**src/rtl/rtx_exec_engine.sv**
```systemverilog
// rtx_exec_engine: loadable register-transfer program engine, one op per clock
// Ports:
//   clk_i, rst_ni                  clock, asynchronous active-low reset
//   prog_we_i/prog_addr_i/prog_data_i  program slot write, instr {op[3:0], dst, src}
//   prog_len_i                     slots to run (0..DEPTH, clamped), sampled at start
//   start_i                        run request, honoured only in IDLE outside the done cycle
//   x_i                            initial register values, slice i loads r[i]
//   busy_o, done_o, y_o            run in progress, one-cycle completion pulse, captured registers
// Build option: define RTX_SAT_ARITH_EN for saturating ADD/SUB/SHL.
module rtx_exec_engine #(
  parameter int WIDTH = 16,
  parameter int NREG  = 4,
  parameter int DEPTH = 8,
  localparam int AW = (DEPTH > 1) ? $clog2(DEPTH) : 1,
  localparam int RW = $clog2(NREG),
  localparam int IW = 4 + 2 * RW
) (
  input  logic                  clk_i,
  input  logic                  rst_ni,
  input  logic                  prog_we_i,
  input  logic [AW-1:0]         prog_addr_i,
  input  logic [IW-1:0]         prog_data_i,
  input  logic [AW:0]           prog_len_i,
  input  logic                  start_i,
  input  logic [NREG*WIDTH-1:0] x_i,
  output logic                  busy_o,
  output logic                  done_o,
  output logic [NREG*WIDTH-1:0] y_o
);
  typedef enum logic {IDLE, EXEC} state_e;
  state_e state_q, state_d;
  logic [WIDTH-1:0] r_q [NREG];
  logic [WIDTH-1:0] r_d [NREG];
  logic [IW-1:0] mem_q [DEPTH];
  logic [AW-1:0] pc_q, pc_d;
  logic [AW:0] len_q, len_d, len_eff;
  logic [NREG*WIDTH-1:0] y_q, y_d;
  logic done_q, done_d;
  logic [3:0] op;
  logic [RW-1:0] dst, src;
  logic [WIDTH-1:0] a, b, res, add_r, sub_r, shl_r;
  logic go, last;

  assign {op, dst, src} = mem_q[pc_q];
  assign a = r_q[dst];
  assign b = r_q[src];
  assign len_eff = (prog_len_i > (AW+1)'(DEPTH)) ? (AW+1)'(DEPTH) : prog_len_i;
  // the done cycle blocks a restart so every completion is seen as a separate pulse
  assign go = (state_q == IDLE) && start_i && !done_q;
  assign last = (op == 4'hF) || ({1'b0, pc_q} == len_q - 1'b1);

`ifdef RTX_SAT_ARITH_EN
  logic [WIDTH:0] sum, diff;
  assign sum   = {1'b0, a} + {1'b0, b};
  assign diff  = {1'b0, a} - {1'b0, b};
  assign add_r = sum[WIDTH] ? '1 : sum[WIDTH-1:0];
  assign sub_r = diff[WIDTH] ? '0 : diff[WIDTH-1:0];
  assign shl_r = b[WIDTH-1] ? '1 : b << 1;
`else
  assign add_r = a + b;
  assign sub_r = a - b;
  assign shl_r = b << 1;
`endif

  always_comb begin
    res = a;
    case (op)
      4'd1:    res = b;
      4'd2:    res = a & b;
      4'd3:    res = a | b;
      4'd4:    res = a ^ b;
      4'd5:    res = {{(WIDTH-1){1'b0}}, b == '0};
      4'd6:    res = ~b;
      4'd7:    res = add_r;
      4'd8:    res = sub_r;
      4'd9:    res = shl_r;
      4'd10:   res = b >> 1;
      default: res = a;
    endcase
  end

  always_ff @(posedge clk_i or negedge rst_ni)
    if (!rst_ni) state_q <= IDLE;
    else state_q <= state_d;

  always_comb begin
    state_d = state_q;
    if (go && len_eff != '0) state_d = EXEC;
    else if (state_q == EXEC && last) state_d = IDLE;
  end

  always_comb begin
    busy_o = state_q == EXEC;
    done_o = done_q;
    y_o    = y_q;
  end

  // y is captured from the post-op register image so it lands on the same edge as the last op
  always_comb begin
    r_d    = r_q;
    pc_d   = pc_q;
    len_d  = len_q;
    done_d = 1'b0;
    y_d    = y_q;
    if (go) begin
      for (int i = 0; i < NREG; i++) r_d[i] = x_i[i*WIDTH +: WIDTH];
      pc_d   = '0;
      len_d  = len_eff;
      done_d = len_eff == '0;
    end else if (state_q == EXEC) begin
      r_d[dst] = res;
      pc_d     = pc_q + 1'b1;
      done_d   = last;
    end
    if (done_d)
      for (int i = 0; i < NREG; i++) y_d[i*WIDTH +: WIDTH] = r_d[i];
  end

  always_ff @(posedge clk_i or negedge rst_ni)
    if (!rst_ni) begin
      for (int i = 0; i < NREG; i++) r_q[i] <= '0;
      pc_q   <= '0;
      len_q  <= '0;
      done_q <= 1'b0;
      y_q    <= '0;
    end else begin
      r_q    <= r_d;
      pc_q   <= pc_d;
      len_q  <= len_d;
      done_q <= done_d;
      y_q    <= y_d;
    end

  always_ff @(posedge clk_i)
    if (prog_we_i && state_q != EXEC) mem_q[prog_addr_i] <= prog_data_i;
endmodule

```
**config.mk**
```make
export PLATFORM = sky130hd
export DESIGN_NAME = rtx_exec_engine
export DESIGN_NICKNAME = d
export VERILOG_FILES = /design/src/rtl/rtx_exec_engine.sv
export SDC_FILE = /design/constraint.sdc
export NUM_CORES = 1
export LEC_CHECK = 0
export CAP_MARGIN = 20
export CORE_ASPECT_RATIO = 1.1
export CORE_MARGIN = 5
export CORE_UTILIZATION = 40
export CTS_CLUSTER_DIAMETER = 100
export CTS_CLUSTER_SIZE = 10
export DETAILED_ROUTE_END_ITERATION = 12
export PLACE_DENSITY = 0.65
export RECOVER_POWER = 50
export REMOVE_ABC_BUFFERS = 1
export SETUP_SLACK_MARGIN = 0.4
export SYNTH_ARGS = -nofsm -noshare
export SYNTH_HDL_FRONTEND = slang
export SYNTH_SLANG_ARGS = --single-unit
```
**constraint.sdc**
```tcl
create_clock -name clk_i -period 5.1 [get_ports clk_i]
set_clock_uncertainty 0.05 [all_clocks]
set_input_delay 1.02 -clock clk_i [delete_from_list [all_inputs] [get_ports clk_i]]
set_output_delay 1.02 -clock clk_i [all_outputs]
set_load 0.01 [all_outputs]
```
==> metrics list <==
- The run finished, with violations left.
* Failing checks: max-capacitance violations, max-slew violations
* TritonCTS sink count: approximately 200
- The biggest area contributor in the post-synthesis netlist is sky130_fd_sc_hd__dfrtp_1.
- Number of logic stages on the critical path including buffering: 20
- The share of the Yosys chip area taken by registers is roughly 44%.
- Dividing the synthesized area by the synthesized cell count gives between 10 and 15 µm².
- The synthesized netlist devotes 17.2% of its cell area to compound gates.
- The tool flagged a number of max-cap violations equal to 1.
* Final-report max-slew violation count: 34
* Global-route wire length before repair: a little over 60000 µm
- For the pin with the worst max-slew slack, the measured transition is about 1.8 ns.
- Post-Place Worst Slack: -0.110 ns
* Count of buffering cells on the critical path with inverters included: 3
- Asr flop ratio synth: 68.2%
- The area growth from synthesis to layout is 29.9%.
* Unrepaired setup endpoints after global routing: true
- Adding up every negative setup slack in the final design gives 0 ns.
* Type of destination of the critical path: flop
- RD Place Congestion: ~0.95
- In this run, the number of DRC markers left after iteration 0 of detailed routing was roughly 840.
* Initial core utilization: between 40% and 50%
- The portion of synthesized area spent on multiplexers is between 10% and 20%.
- Core Box Area: 0.0303 mm²
- Of the total synthesized cell area, the portion taken by AND, OR, NAND and NOR gates is a little over an eighth.
- Largest family of logic cells by synthesized area: compound AO/OA/AOI/OAI gates
* Fmax: between 0.2 and 0.25 GHz
* Destination of the worst register-to-register timing path: y_o[31]
- Startpoint of the worst register-to-register path: pc_q[0]
- In this run the register-to-register setup slack is about 0.24 ns.
* Cell family with most CP delay: compound AO/OA/AOI/OAI gates
- For the worst flop-to-flop path, the logic depth is 20.
- Wires add up to just under 40000 µm.
- Final worst setup slack: 0.236 ns
* Max stage delay on crit path: around 0.55 ns
- CTS tree: yes
- After clock tree synthesis, the clock-pin slew on the worst setup and hold paths is 0.05 ns.
- Of the available clock period, the critical path in the final layout requires between 90% and 100%.
- Number of vias per cell after detailed routing: 5.63
- Summing the areas of all xor and xnor instances in the mapped netlist gives under 10% of the synthesized area.
- CTS placed an instance of sky130_fd_sc_hd__clkbuf_16 at the clock tree root.
- After layout, the minimum clock period comes to between 4 and 5 ns.
- DIE HEIGHT: 193 µm
- Port Buffers: ~150
- For the worst setup path, the data arrival time is between 5 and 6 ns.
- Counting the buffers created by CTS gives 24.
* Clock insertion delay at the later pin of the skew report: roughly 0.53 ns
- Summing all flip-flop and latch instances after layout gives between 0.005 and 0.006 mm².
- The worst hold path belongs to the class reg2reg.
- The routed layout has ~10000 vias.
- Worst Hold Depth: 1
- Worst path cell trace: buf_6 -> mux4_2 -> mux2i_4 -> mux2i_4 -> or4b_4 -> buf_4 -> o21ai_1 -> xnor2_1 -> ha_1 -> a21o_1 -> a21o_1 -> a21oi_2 -> nor3b_4 -> nand3_2 -> a31o_4 -> a21oi_4 -> xnor2_1 -> a21oi_2 -> buf_6 -> a31oi_1
- Entering global routing, the biggest net connects 67 pins.
* DRC errors left: 0
- Flip-flop and latch count after synthesis: 201
- Number of enable-type register cells in the synthesized netlist: 64
- Slowest cell on the critical path: sky130_fd_sc_hd__or4b_4
- After global routing the overflow that remains totals 0.
* Cell types with the largest area share after synthesis: sky130_fd_sc_hd__dfrtp_1, sky130_fd_sc_hd__edfxtp_1, sky130_fd_sc_hd__mux2i_1
* Count of distinct cell types in the synthesized netlist: 73
- Data on the critical path is required at its endpoint by ~5.4 ns.
- Share of Yosys cell area claimed by the top area cell type: about 28%
- Floorplan die area: 0.0342 mm²
- Number of levels in the clock H-tree: 1
- Post-cts hold buffer count: 0
- Count of antenna-violating nets left after detailed routing: 0
* Worst hold endpoint: y_o[36]
- Post-route insts no fill: ~1900
- The mapped netlist covers 0.0122 mm².
* First-pass iteration count of the detailed router: 9
* Final hold violation count: 0
* Commonest cells after routing, fill and taps aside: sky130_fd_sc_hd__clkdlybuf4s50_1, sky130_fd_sc_hd__dfrtp_1, sky130_fd_sc_hd__nand2_1
* Chip width: approximately 180 µm
* Origin of the worst min-delay path: y_o[36]
* Filler Cell Count: ~2800
- Leaving out fill and tap cells, the most frequent cell in the layout is sky130_fd_sc_hd__clkdlybuf4s50_1.
* Number of buffers on the longest clock path: 3
- After Yosys synthesis, full adders, half adders and majority gates account for roughly 5.2% of the synthesized area.
- DPL Wire Length: 28000 µm
* Timing startpoint of the critical path: pc_q[0]
- Measured on the finished design, the core utilization comes to between 50% and 60%.
* Post-Synthesis Cells: ~1200
* Maximum fanout along the worst path: 8
- In the final layout, the multi-input gates occupy between 0.006 and 0.007 mm².
- Count of standard-cell rows: between 60 and 70
- Count of synthesis-stage warnings from yosys: 0
- Number of antenna violations at the first check in global routing: 0
- Kind of launch point of the worst setup path: flop
- Global-route total usage across every layer: between 20% and 30%
- Prevailing post-synth register cell: sky130_fd_sc_hd__dfrtp_1
* Layout cells sized above 1: around a fifth
* Top-level I/O count: approximately 150
- Via count of the first global-routing pass: roughly 10000
- The setup path with the least slack is of type reg2reg.
- ANT cells: 0
- Dividing the detail-routed wire length by the instance count gives 21.0 µm.
* Tightest slew margin relative to the limit: -21.1%
- Setup violations remaining at the end of the flow were counted as 0.
- Number of cells after detailed placement: about 1800
* Post-layout nets: between 1500 and 2000
flip-flops by register name (all words and copies together), names as in the netlist:
register and count:
done_o 1, busy_o 1, pc_q 3, y_o 64
len_q 4, mem_q 64, r_q 64
how the worst max path moves through the flow:
stage / slack [ns] / endpoint
after CTS: 0.26 / y_o[27]
after detailed placement: -0.11 / y_o[31]
after global routing: 0.04 / y_o[47]
after global placement: -0.02 / y_o[31]
after floorplan: -3.10 / y_o[15]
final: 0.24 / y_o[31]
cell type report:
cell class	instances	area share, %
inverters	42	0.993
clock buffers	33	4.00
clock inverters	2	0.158
repair buffers	263	15.5
multi-input cells	903	42.3
well taps	414	3.26
flip-flops and latches	201	33.7
cells in the mapped netlist, drive strengths merged (6+ instances only):
cell and n:
nor2b 7, dfrtp 137, and2 17, nor4 6, inv 42, ha 49, nand3 16, o211ai 10
nand2 135, a211oi 22, nor3 16, mux4 16, xnor2 25, o21a 8, clkbuf 45, a31oi 43
a222oi 7, mux2 37, buf 29, nand2b 7, o22ai 24, o21ai 68, nor2 124, edfxtp 64
mux2i 90, a221oi 14, a21oi 86, a21o 8
per-layer routing:
| layer | share of wire (%) | track usage (%) | vias to the layer above |
|---|---|---|---|
| met4 | 1.7 | 4.59 | 0 |
| met2 | 47 | 36.7 | 327 |
| met1 | 45 | 31.4 | 5172 |
| met5 | 0 | 0 | - |
| met3 | 6.3 | 3.57 | 39 |
| li1 | - | - | 4918 |
what timing repair did:
action                                  CTS  global route
pin swaps                                35            30
gates cloned                              2             0
resized for setup                        51            39
setup buffers                            11            12
endpoints found under the setup margin   76            81
through the flow:
step,hold slack [ns],instance area (µm²)
floorplan,0.433,11900
global placement,0.443,14600
detailed placement,0.445,14600
CTS,0.325,15600
global route,0.483,15900
finish,0.454,15900
cell families (layout without fill, tap and decap cells):
kind of cell	after synthesis	count (layout)
AOI/OAI and AO/OA	322	322
and+or+nand+nor	359	359
DFF	201	201
xor gates and xnor gates	29	29
buffers and inverters	116	340
muxes	143	143
adders and majority gates	50	50
Power is not shown: default switching activity piles up to over one toggle a cycle in this logic, so the estimate is an artifact.
